## config.mk

```make
export PLATFORM = sky130hd
export DESIGN_NAME = muldiv_sequencer
export DESIGN_NICKNAME = d
export VERILOG_FILES = /design/src/rtl/muldiv_sequencer.sv
export SDC_FILE = /design/constraint.sdc
export NUM_CORES = 1
export LEC_CHECK = 0
export BUFFER_PORTS_ARGS = -buffer_cell sky130_fd_sc_hd__buf_2
export CORE_ASPECT_RATIO = 0.75
export CORE_UTILIZATION = 35
export CTS_CLUSTER_DIAMETER = 150
export DETAILED_ROUTE_END_ITERATION = 8
export PLACE_DENSITY = 0.63
export SYNTH_ARGS = -nofsm -noshare
export SYNTH_HDL_FRONTEND = slang
export SYNTH_SLANG_ARGS = --single-unit
```

## constraint.sdc

```tcl
create_clock -name i_clk -period 5.95 [get_ports i_clk]
set_input_delay 0.8925 -clock i_clk [delete_from_list [all_inputs] [get_ports i_clk]]
set_output_delay 0.8925 -clock i_clk [all_outputs]
set_load 0.005 [all_outputs]
```

## src/rtl/muldiv_sequencer.sv

```systemverilog
// ---------------------------------------------------------------------------
// muldiv_sequencer
//   Iterative HI/LO multiply/divide unit for a 5-stage pipeline. It computes
//   MULT/MULTU with a radix-2 shift-add and DIV/DIVU with a restoring
//   shift-subtract, one step per clock. Signed operations run on magnitudes
//   and get their signs fixed up in a final cycle before HI/LO commit.
//
// Ports
//   i_clk          clock, all state updates on the rising edge
//   i_rst_n        asynchronous active-low reset
//   i_start        EX-stage mult/div instruction present
//   i_op           00 MULT, 01 MULTU, 10 DIV, 11 DIVU
//   i_operand_a    rs (multiplicand / dividend)
//   i_operand_b    rt (multiplier / divisor)
//   i_hi_read      mfhi in EX
//   i_lo_read      mflo in EX
//   i_write_hi     mthi in EX
//   i_write_lo     mtlo in EX
//   i_write_data   mthi/mtlo source value
//   o_hi, o_lo     architectural HI/LO registers
//   o_busy         operation in progress
//   o_stall        freeze IF/ID/EX (combinational)
//   o_done         one-cycle pulse in the cycle after HI/LO commit
//   o_div_by_zero  pulses with o_done when a divide had a zero divisor
// ---------------------------------------------------------------------------
module muldiv_sequencer (
  input  logic        i_clk,
  input  logic        i_rst_n,
  input  logic        i_start,
  input  logic [1:0]  i_op,
  input  logic [31:0] i_operand_a,
  input  logic [31:0] i_operand_b,
  input  logic        i_hi_read,
  input  logic        i_lo_read,
  input  logic        i_write_hi,
  input  logic        i_write_lo,
  input  logic [31:0] i_write_data,
  output logic [31:0] o_hi,
  output logic [31:0] o_lo,
  output logic        o_busy,
  output logic        o_stall,
  output logic        o_done,
  output logic        o_div_by_zero
);

  localparam logic [1:0] S_IDLE  = 2'd0;
  localparam logic [1:0] S_MUL   = 2'd1;
  localparam logic [1:0] S_DIV   = 2'd2;
  localparam logic [1:0] S_FIXUP = 2'd3;

  logic [1:0]  r_state;
  logic [4:0]  r_cnt;
  logic [1:0]  r_op;
  logic [31:0] r_a;          // |A| for signed ops, raw A otherwise
  logic [31:0] r_b;          // |B| for signed ops, raw B otherwise
  logic        r_sa;
  logic        r_sb;
  logic [63:0] r_acc;        // product accumulator {upper, multiplier}
  logic [32:0] r_rem;        // partial remainder
  logic [31:0] r_quo;        // dividend shifts out as quotient shifts in
  logic        r_dbz;
  logic        r_fix_wait;   // extra FIXUP cycle on divide-by-zero
  logic [31:0] r_hi;
  logic [31:0] r_lo;
  logic        r_done;
  logic        r_dbz_flag;

  // Operand magnitudes at issue; op[0] == 0 marks the signed variants.
  logic        w_signed_in;
  logic [31:0] w_abs_a;
  logic [31:0] w_abs_b;
  assign w_signed_in = ~i_op[0];
  assign w_abs_a = (w_signed_in && i_operand_a[31]) ? (~i_operand_a + 32'd1) : i_operand_a;
  assign w_abs_b = (w_signed_in && i_operand_b[31]) ? (~i_operand_b + 32'd1) : i_operand_b;

  // Multiply step: add multiplicand into the upper half when the current
  // multiplier LSB is set; the 33rd bit keeps the carry for the shift.
  logic [32:0] w_mul_sum;
  assign w_mul_sum = {1'b0, r_acc[63:32]} + {1'b0, (r_acc[0] ? r_a : 32'd0)};

  // Divide step: shift in the next dividend bit and trial-subtract; a set
  // bit 33 means the subtraction went negative and the remainder is restored.
  logic [32:0] w_shifted;
  logic [33:0] w_trial;
  assign w_shifted = {r_rem[31:0], r_quo[31]};
  assign w_trial   = {1'b0, w_shifted} - {2'b00, r_b};

  // Sign fixup: product and quotient negative when signs differ, remainder
  // follows the dividend.
  logic        w_neg_res;
  logic [63:0] w_prod_fix;
  logic [31:0] w_quo_fix;
  logic [31:0] w_rem_fix;
  assign w_neg_res  = ~r_op[0] & (r_sa ^ r_sb);
  assign w_prod_fix = w_neg_res ? (~r_acc + 64'd1) : r_acc;
  assign w_quo_fix  = w_neg_res ? (~r_quo + 32'd1) : r_quo;
  assign w_rem_fix  = (~r_op[0] & r_sa) ? (~r_rem[31:0] + 32'd1) : r_rem[31:0];

  // NOTE: every register, datapath included, is reset so that work cut off
  // by reset can never leak into a later commit.
  always_ff @(posedge i_clk or negedge i_rst_n) begin
    if (!i_rst_n) begin
      r_state    <= S_IDLE;
      r_cnt      <= 5'd0;
      r_op       <= 2'd0;
      r_a        <= 32'd0;
      r_b        <= 32'd0;
      r_sa       <= 1'b0;
      r_sb       <= 1'b0;
      r_acc      <= 64'd0;
      r_rem      <= 33'd0;
      r_quo      <= 32'd0;
      r_dbz      <= 1'b0;
      r_fix_wait <= 1'b0;
      r_hi       <= 32'd0;
      r_lo       <= 32'd0;
      r_done     <= 1'b0;
      r_dbz_flag <= 1'b0;
    end else begin
      // NOTE: non-blocking assignments throughout, so every branch below sees
      // the pre-edge register values regardless of statement order.
      r_done     <= 1'b0;
      r_dbz_flag <= 1'b0;
      case (r_state)
        S_IDLE: begin
          if (i_start) begin
            // Start wins over a simultaneous mthi/mtlo.
            r_op  <= i_op;
            r_a   <= w_abs_a;
            r_b   <= w_abs_b;
            r_sa  <= w_signed_in & i_operand_a[31];
            r_sb  <= w_signed_in & i_operand_b[31];
            r_cnt <= 5'd31;
            r_acc <= {32'd0, w_abs_b};
            r_rem <= 33'd0;
            r_quo <= w_abs_a;
            if (i_op[1] && (i_operand_b == 32'd0)) begin
              r_dbz      <= 1'b1;
              r_fix_wait <= 1'b1;
              r_state    <= S_FIXUP;
            end else begin
              r_dbz   <= 1'b0;
              r_state <= i_op[1] ? S_DIV : S_MUL;
            end
          end else begin
            if (i_write_hi) r_hi <= i_write_data;
            if (i_write_lo) r_lo <= i_write_data;
          end
        end
        S_MUL: begin
          r_acc <= {w_mul_sum, r_acc[31:1]};
          if (r_cnt == 5'd0) r_state <= S_FIXUP;
          else               r_cnt   <= r_cnt - 5'd1;
        end
        S_DIV: begin
          if (!w_trial[33]) begin
            r_rem <= w_trial[32:0];
            r_quo <= {r_quo[30:0], 1'b1};
          end else begin
            r_rem <= w_shifted;
            r_quo <= {r_quo[30:0], 1'b0};
          end
          if (r_cnt == 5'd0) r_state <= S_FIXUP;
          else               r_cnt   <= r_cnt - 5'd1;
        end
        default: begin // S_FIXUP
          if (r_fix_wait) begin
            // Divide-by-zero holds one extra cycle so it commits at E0+2.
            r_fix_wait <= 1'b0;
          end else begin
            if (r_dbz) begin
              r_hi       <= r_a;
              r_lo       <= 32'hFFFF_FFFF;
              r_dbz_flag <= 1'b1;
            end else if (r_op[1]) begin
              r_hi <= w_rem_fix;
              r_lo <= w_quo_fix;
            end else begin
              r_hi <= w_prod_fix[63:32];
              r_lo <= w_prod_fix[31:0];
            end
            r_done  <= 1'b1;
            r_state <= S_IDLE;
          end
        end
      endcase
    end
  end

  assign o_hi          = r_hi;
  assign o_lo          = r_lo;
  assign o_busy        = (r_state != S_IDLE);
  assign o_stall       = o_busy & (i_start | i_hi_read | i_lo_read | i_write_hi | i_write_lo);
  assign o_done        = r_done;
  assign o_div_by_zero = r_dbz_flag;

endmodule

```

==> impl_metrics.py, run 1 <==
metrics = {
    "outcome": {
        "status": "completed",
    },
    "timing": {
        "fin_skew_ns": 0.0244,
        "rsz0062_at_grt": "no",
        "fin_crit_sh_pct": 67.7,
        "hold_viol": 0,
        "setup_tns_ns": 0,
        "relSlewSlack_pct": 7.97,
        "worstMarginPinSlew_ns": 1.38,
        "drv_slew": 0,
        "fmax_mhz": 248,
        "finalCriticalPeriod_ns": 4.03,
        "setup_viol": 0,
    },
    "yosys": {
        "syn_nets": 2637,
        "synth_cells": 2455,
        "synth_compound_gate_area_share_pct": 24.4,
        "synthSimpleGateAreaFrac_pct": 18.7,
        "muxShareOfSynthArea_pct": 3.34,
        "synth_fa_ha_area_share_pct": 4.97,
        "synth_edf_count": 0,
        "synth_cell_types": 76,
        "ys.flop_type": "dfrtp_1",
        "synthArstFlopShare_pct": 100,
        "syn_avg_cell_area_um2": 8.02,
        "synth_top_family_by_area": "compound AO/OA/AOI/OAI gates",
        "yosys_warnings": 0,
        "syn_area_mm2": 0.0197,
        "ys_seq_area_share_pct": 34.4,
        "synth_xor_area_share_pct": 9.74,
        "postSynthRegisterBits": 271,
    },
    "grt": {
        "grt_pass1_vias": 17700,
        "gr-total-overflow": 0,
        "grt_usage_pct": 26.4,
        "antenna_found_initial": 6,
        "grt_start_max_net_pins": 120,
        "grt_pass1_wl_mm": 114,
    },
    "floorplanning": {
        "die-area_mm2": 0.0572,
        "coreArea_mm2": 0.0550,
        "initial_core_util_pct": 35.8,
        "die_x_um": 276,
        "dieHeight_um": 207,
        "ios": 173,
        "rows": 74,
    },
    "clock_tree": {
        "cts_setup_buffers": 0,
        "cts.htree.levels": 1,
        "cts_sinks": 271,
        "cts_buffers": 31,
        "insertion_delay_ns": 0.61,
        "clockRootBuffer": "clkbuf_16",
        "clkTransAtPathRegs_ns": 0.06,
        "postCtsHoldBufs": 0,
        "clockBufferDepth": 3,
        "cts_tree": "built",
        "cts_resized": 0,
    },
    "cells_and_area": {
        "layout_commonest_cell": "nand2_1",
        "nets": 2714,
        "final_util_pct": 40.6,
        "nFillCells": 5610,
        "seq_area_mm2": 0.00679,
        "multi_input_area_mm2": 0.0121,
        "layout_common_cells": "361 x nand2_1, 270 x dfrtp_1, 232 x o21ai_0",
        "area_growth_pct": 13.3,
        "drive_gt1_share_pct": 11.1,
    },
    "flow_run": {
        "maxCapViolCount": 0,
    },
    "setup_path": {
        "cp-start-kind": "register",
        "crit_chain": "ha_1, nor2b_1, o31a_1, o41ai_1, o21ba_2, o21ai_1, o31ai_1, a21boi_0, o41a_1, a22o_1",
        "critPathRequiredTime_ns": 6.43,
        "critical_path.max_fanout": 7,
        "critical_path_class": "reg -> reg",
        "cp.arrival_ns": 4.51,
        "slowest_stage": "o41ai_1",
        "cp-end-kind": "register",
        "critPathMaxStageDelay_ns": 0.81,
    },
    "min_path": {
        "hold_class": "in -> async",
    },
    "drt": {
        "drtIter0Drc": 2458,
        "avgRoutedWirePerCell_um": 23.5,
        "dr.pass1.iters": 6,
        "drc": 0,
        "vias": 19300,
        "wl_mm": 77.0,
        "vias_per_cell": 5.89,
        "ant_nets": 0,
    },
    "place": {
        "dp_hpwl_mm": 58.8,
        "portBuffers": 172,
        "place_congestion": 0.984,
    },
    "power_and_ir_drop": {
        "powerDensity_mw_per_mm2": 684,
        "ir_drop_mv": 0.394,
        "power.leakage_nw": 10.1,
    },
}
[synth_stat cells, types with 19 or more instances]
library cell	instances	area share, %
clkbuf_1	134	2.6
nor4_1	22	0.70
a211oi_1	43	1.6
nor3_1	52	1.3
o31ai_1	37	1.4
or3_1	26	0.83
mux2i_1	60	3.0
o21ai_0	232	5.9
nand2_1	363	6.9
nor2_1	176	3.4
and2_1	41	1.3
a21oi_1	172	4.4
o22ai_1	27	0.86
inv_1	77	1.5
dfrtp_1	271	34
a21o_1	61	2.3
xnor2_1	127	5.6
nand2b_1	23	0.73
ha_1	75	4.8
nand3_1	21	0.53
xor2_1	92	4.1
o41ai_1	19	0.84
o21ai_1	63	1.6
a31oi_1	35	1.1
[metrics by stage]
step / power, mW / hold WS (ns) / setup slack (ns) / cells / area, um2
2_1_floorplan: 9.47 / 0.450 / 2.55 / 2455 / 19700
3_3_place_gp: 12.5 / 0.461 / 2.11 / 3221 / 21100
3_5_place_dp: 12.7 / 0.471 / 2.06 / 3221 / 21100
4_1_cts: 14.9 / 0.483 / 2.01 / 3278 / 22300
5_1_grt: 16.2 / 0.494 / 1.67 / 3278 / 22300
6_report: 15.3 / 0.405 / 1.92 / 3279 / 22300
[state kept, by name (all words and copies together) (netlist names)]
signal         flops
r_op               2
r_state            2
r_b               32
r_a               32
r_acc             64
o_hi              32
r_quo             32
r_cnt              5
o_div_by_zero      1
r_sb               1
o_lo              32
r_dbz              1
o_done             1
r_sa               1
r_fix_wait         1
r_rem             32
[critical path: cells and delay by family, from the launching register on]
family,cells,cell delay [ns]
AOI/OAI and AO/OA,8,2.96
adders and majority gates,1,0.29
and+or+nand+nor,1,0.14
DFF,1,0.51
[metal layers]
layer / GRT usage (%) / vias to the layer above / wire (um)
li1: - / 8890 / -
met1: 40.2 / 9437 / 36100
met2: 36.6 / 892 / 30800
met3: 7.23 / 98 / 8360
met4: 5.29 / 2 / 1720
met5: 0 / - / 20
[power breakdown]
group	switching [mW]	internal [mW]
logic	5.83	3.24
registers	1.26	2.70
clock network	0.859	1.37
[logic make-up after synthesis]
group / count (synthesis)
buffers and inverters: 233
flip-flops: 271
AO/OA/AOI/OAI: 786
multiplexers: 64
adder cells (fa/ha/maj): 77
XOR/XNOR: 219
AND/OR/NAND/NOR: 805
[worst paths after layout]
| check | start | to | slack [ns] | cells past startpoint |
|---|---|---|---|---|
| setup / recovery | r_rem[0]$_DFFE_PN0P_ | r_rem[31]$_DFFE_PN0P_ | 1.92 | 10 |
| hold / removal | i_rst_n | r_cnt[1]$_DFFE_PN0P_ | 0.41 | 1 |
| setup reg to reg | r_rem[0]$_DFFE_PN0P_ | r_rem[31]$_DFFE_PN0P_ | 1.92 | 10 |
| hold reg to reg | o_lo[16]$_DFFE_PN0P_ | o_lo[16]$_DFFE_PN0P_ | 0.48 | 2 |
| max in group asynchronous | i_rst_n | r_acc[35]$_DFFE_PN0P_ | 4.28 | 2 |
| min in group i_clk | o_lo[16]$_DFFE_PN0P_ | o_lo[16]$_DFFE_PN0P_ | 0.48 | 2 |
[layout make-up]
class                   count  share of cell area [%]
clock buffers              45                    4.12
clock inverters            12                    1.08
flip-flops and latches    271                    30.4
diodes                      1                  0.0112
well taps                 722                    4.05
multi-input cells        1951                    54.2
inverters                  80                    1.35
repair buffers            197                    4.80
Note: power is estimated with default switching activity, not from simulation.
==> run 2, diff against run 1 <==
Settings changed: ABC_AREA set to 1, PLACE_DENSITY 0.63 to 0.62.
Clock period 5.95 ns to 3.8 ns, I/O delays scaled along.
==> impl_metrics.py, run 2 <==
metrics = {
    "setup_path": {
        "critical_path.max_fanout": 13,
        "critical_path_class": "reg -> reg",
        "cp_top_family": "compound AO/OA/AOI/OAI gates",
        "rr_endpoint": "r_acc[51]$_DFFE_PN0P_",
        "cp-end-kind": "register",
        "crit_chain": "buf_4, nand2_1, inv_1, ha_1, inv_1, fa_1, o21ai_0, a21oi_1, o21ai_1, a21oi_1, nand2b_1, nand3_1, o21ai_0",
        "ff2ff_path_depth": 13,
        "critPathRequiredTime_ns": 4.25,
        "ff2ff_setup_slack_ns": 0.49,
        "slowest_stage": "dfrtp_1",
        "cp.arrival_ns": 3.76,
        "cp-start-kind": "register",
        "cp.buffers_inverters": 3,
        "critPathMaxStageDelay_ns": 0.63,
        "rr_startpoint": "r_acc[0]$_DFFE_PN0P_",
    },
    "timing": {
        "fin_skew_ns": 0.0237,
        "rsz0062_at_grt": "no",
        "fin_crit_sh_pct": 87.0,
        "worstMarginPinSlew_ns": 1.09,
        "setup_tns_ns": 0,
        "fmax_mhz": 303,
        "hold_viol": 0,
        "relSlewSlack_pct": 27.4,
        "setup_viol": 0,
        "drv_slew": 0,
        "finalCriticalPeriod_ns": 3.31,
    },
    "power_and_ir_drop": {
        "p_switching_mw": 15.0,
        "powerDensity_mw_per_mm2": 1030,
        "clkPwrFrac_pct": 12.2,
        "power.leakage_nw": 12.5,
        "switching_share_pct": 56.9,
        "power.total_mw": 26.3,
        "p_int_mw": 11.4,
        "ir_drop_mv": 0.488,
        "seq_power_share_pct": 21.6,
        "power_frac_comb_pct": 66.2,
    },
    "cells_and_area": {
        "drive_gt1_share_pct": 9.40,
        "final_cells": 4660,
        "layout_common_cells": "936 x nand2_1, 475 x nor2_1, 407 x inv_1",
        "nets": 3960,
        "largest_register": "r_acc",
        "area_growth_pct": 12.0,
        "diodes": 0,
        "largest_reg_flops": 64,
        "layout_commonest_cell": "nand2_1",
    },
    "outcome": {
        "status": "completed",
    },
    "drt": {
        "dr.pass1.iters": 5,
        "drtIter0Drc": 3001,
        "ant_nets": 0,
        "drc": 0,
        "avgRoutedWirePerCell_um": 20.6,
        "vias_per_cell": 5.41,
        "vias": 25200,
        "wl_mm": 95.9,
    },
    "yosys": {
        "synthTopCellsByArea": "dfrtp_1 30%, nand2_1 15%, nor2_1 7.8%",
        "synth_compound_gate_area_share_pct": 18.2,
        "synthSimpleGateAreaFrac_pct": 35.6,
        "syn_nets": 3850,
        "syn_area_mm2": 0.0229,
        "synth_edf_count": 0,
        "synth_fa_ha_area_share_pct": 4.28,
        "yosys_warnings": 0,
        "ys_seq_area_share_pct": 29.7,
        "synth_cell_types": 55,
        "synth_top_family_by_area": "simple AND/OR/NAND/NOR gates",
        "syn_avg_cell_area_um2": 6.23,
        "ys.flop_type": "dfrtp_1",
        "post-synth-top-area-fraction_pct": 29.7,
        "synthArstFlopShare_pct": 100,
        "synth_common_cells": "936 x nand2_1, 477 x nor2_1, 408 x inv_1, 315 x nand3_1, 315 x o21ai_0",
        "postSynthRegisterBits": 271,
        "synth_cells": 3668,
        "muxShareOfSynthArea_pct": 0,
        "synth.most_common_cell": "nand2_1",
        "synth.largest_area_cell": "dfrtp_1",
        "synth_xor_area_share_pct": 2.45,
    },
    "floorplanning": {
        "die_x_um": 297,
        "initial_core_util_pct": 35.7,
        "coreArea_mm2": 0.0641,
        "dieHeight_um": 223,
        "die-area_mm2": 0.0664,
        "ios": 173,
        "rows": 80,
    },
    "min_path": {
        "hold_class": "in -> reg",
        "hold_depth": 3,
        "worstHoldStart": "i_operand_b[19]",
        "whs_endpoint": "r_b[19]$_DFFE_PN0P_",
    },
    "grt": {
        "grt_pass1_vias": 23000,
        "gr-total-overflow": 0,
        "grt_pass1_wl_mm": 143,
        "grt_usage_pct": 28.2,
        "grt_start_max_net_pins": 97,
        "antenna_found_initial": 1,
    },
    "clock_tree": {
        "cts_sinks": 271,
        "cts_buffers": 31,
        "clkTransAtPathRegs_ns": 0.06,
        "cts_resized": 0,
        "insertion_delay_ns": 0.62,
        "clockBufferDepth": 3,
        "clockRootBuffer": "clkbuf_16",
        "cts.htree.levels": 1,
        "cts_tree": "built",
    },
    "flow_run": {
        "maxCapViolCount": 0,
    },
    "place": {
        "portBuffers": 172,
        "place_congestion": 1.01,
        "dp_cells": 4605,
        "dp_hpwl_mm": 76.6,
    },
}
run 2: repair_timing:
item,CTS,global route
buffers inserted,0,0
hold endpoints to repair,51,0
hold buffers,1,0
run 2: cells by family after synthesis:
kind of cell | count (synthesis)
AND/OR/NAND/NOR | 1916
flip-flops | 271
adder cells (fa/ha/maj) | 77
AO/OA/AOI/OAI | 779
XOR/XNOR | 64
buffers and inverters | 561
run 2: tightest hold or removal path, cell delays in order:
cell and delay [ns]:
buf_2 0.11, nand2_1 0.07, a31oi_1 0.07
run 2: per-stage QoR:
stage / instance area [um2] / setup WS, ns / hold WS, ns / util [%]
global route: 25600 / 0.240 / 0.278 / 40.0
finish: 25600 / 0.495 / 0.248 / 40.0
floorplan: 22900 / 1.31 / 0.274 / -
CTS: 25600 / 0.586 / 0.233 / 40.0
detailed placement: 24500 / 0.605 / 0.481 / 38.3
global placement: 24500 / 0.706 / 0.467 / 38.3
run 2: cell type report:
cell class | count | area (um2)
fill | 7005 | 38500
multi-input combinational | 2836 | 13900
sequential | 271 | 6780
inverter | 427 | 1610
timing repair buffer | 211 | 1200
tap | 861 | 1080
clock buffer | 41 | 863
clock inverter | 13 | 193
run 2: routing by layer:
layer	up-vias	global-route usage, %	routed length [um]
met1	11800	41.1	44100
met2	1096	40.4	39100
met3	122	8.36	10300
met4	2	6.65	2310
li1	12200	-	-
met5	-	0	8
run 2: power groups by stage:
stage | registers (mW) | logic (mW) | clock network (mW)
floorplan | 5.15 | 11.7 | 0
global placement | 5.68 | 16.9 | 0
detailed placement | 5.68 | 16.9 | 0
CTS | 5.64 | 17.0 | 3.25
global route | 5.83 | 19.2 | 3.35
finish | 5.69 | 17.4 | 3.22
run 2: worst max path at each step:
stage / startpoint / endpoint / slack [ns] / cells past startpoint
final: r_acc[0]$_DFFE_PN0P_ / r_acc[51]$_DFFE_PN0P_ / 0.49 / 13
after global routing: r_acc[0]$_DFFE_PN0P_ / r_acc[51]$_DFFE_PN0P_ / 0.24 / 13
after CTS: r_acc[0]$_DFFE_PN0P_ / r_acc[51]$_DFFE_PN0P_ / 0.59 / 13
after detailed placement: r_acc[0]$_DFFE_PN0P_ / r_acc[51]$_DFFE_PN0P_ / 0.60 / 13
after global placement: r_acc[0]$_DFFE_PN0P_ / r_acc[51]$_DFFE_PN0P_ / 0.71 / 13
after floorplan: r_acc[0]$_DFFE_PN0P_ / r_acc[51]$_DFFE_PN0P_ / 1.31 / 14
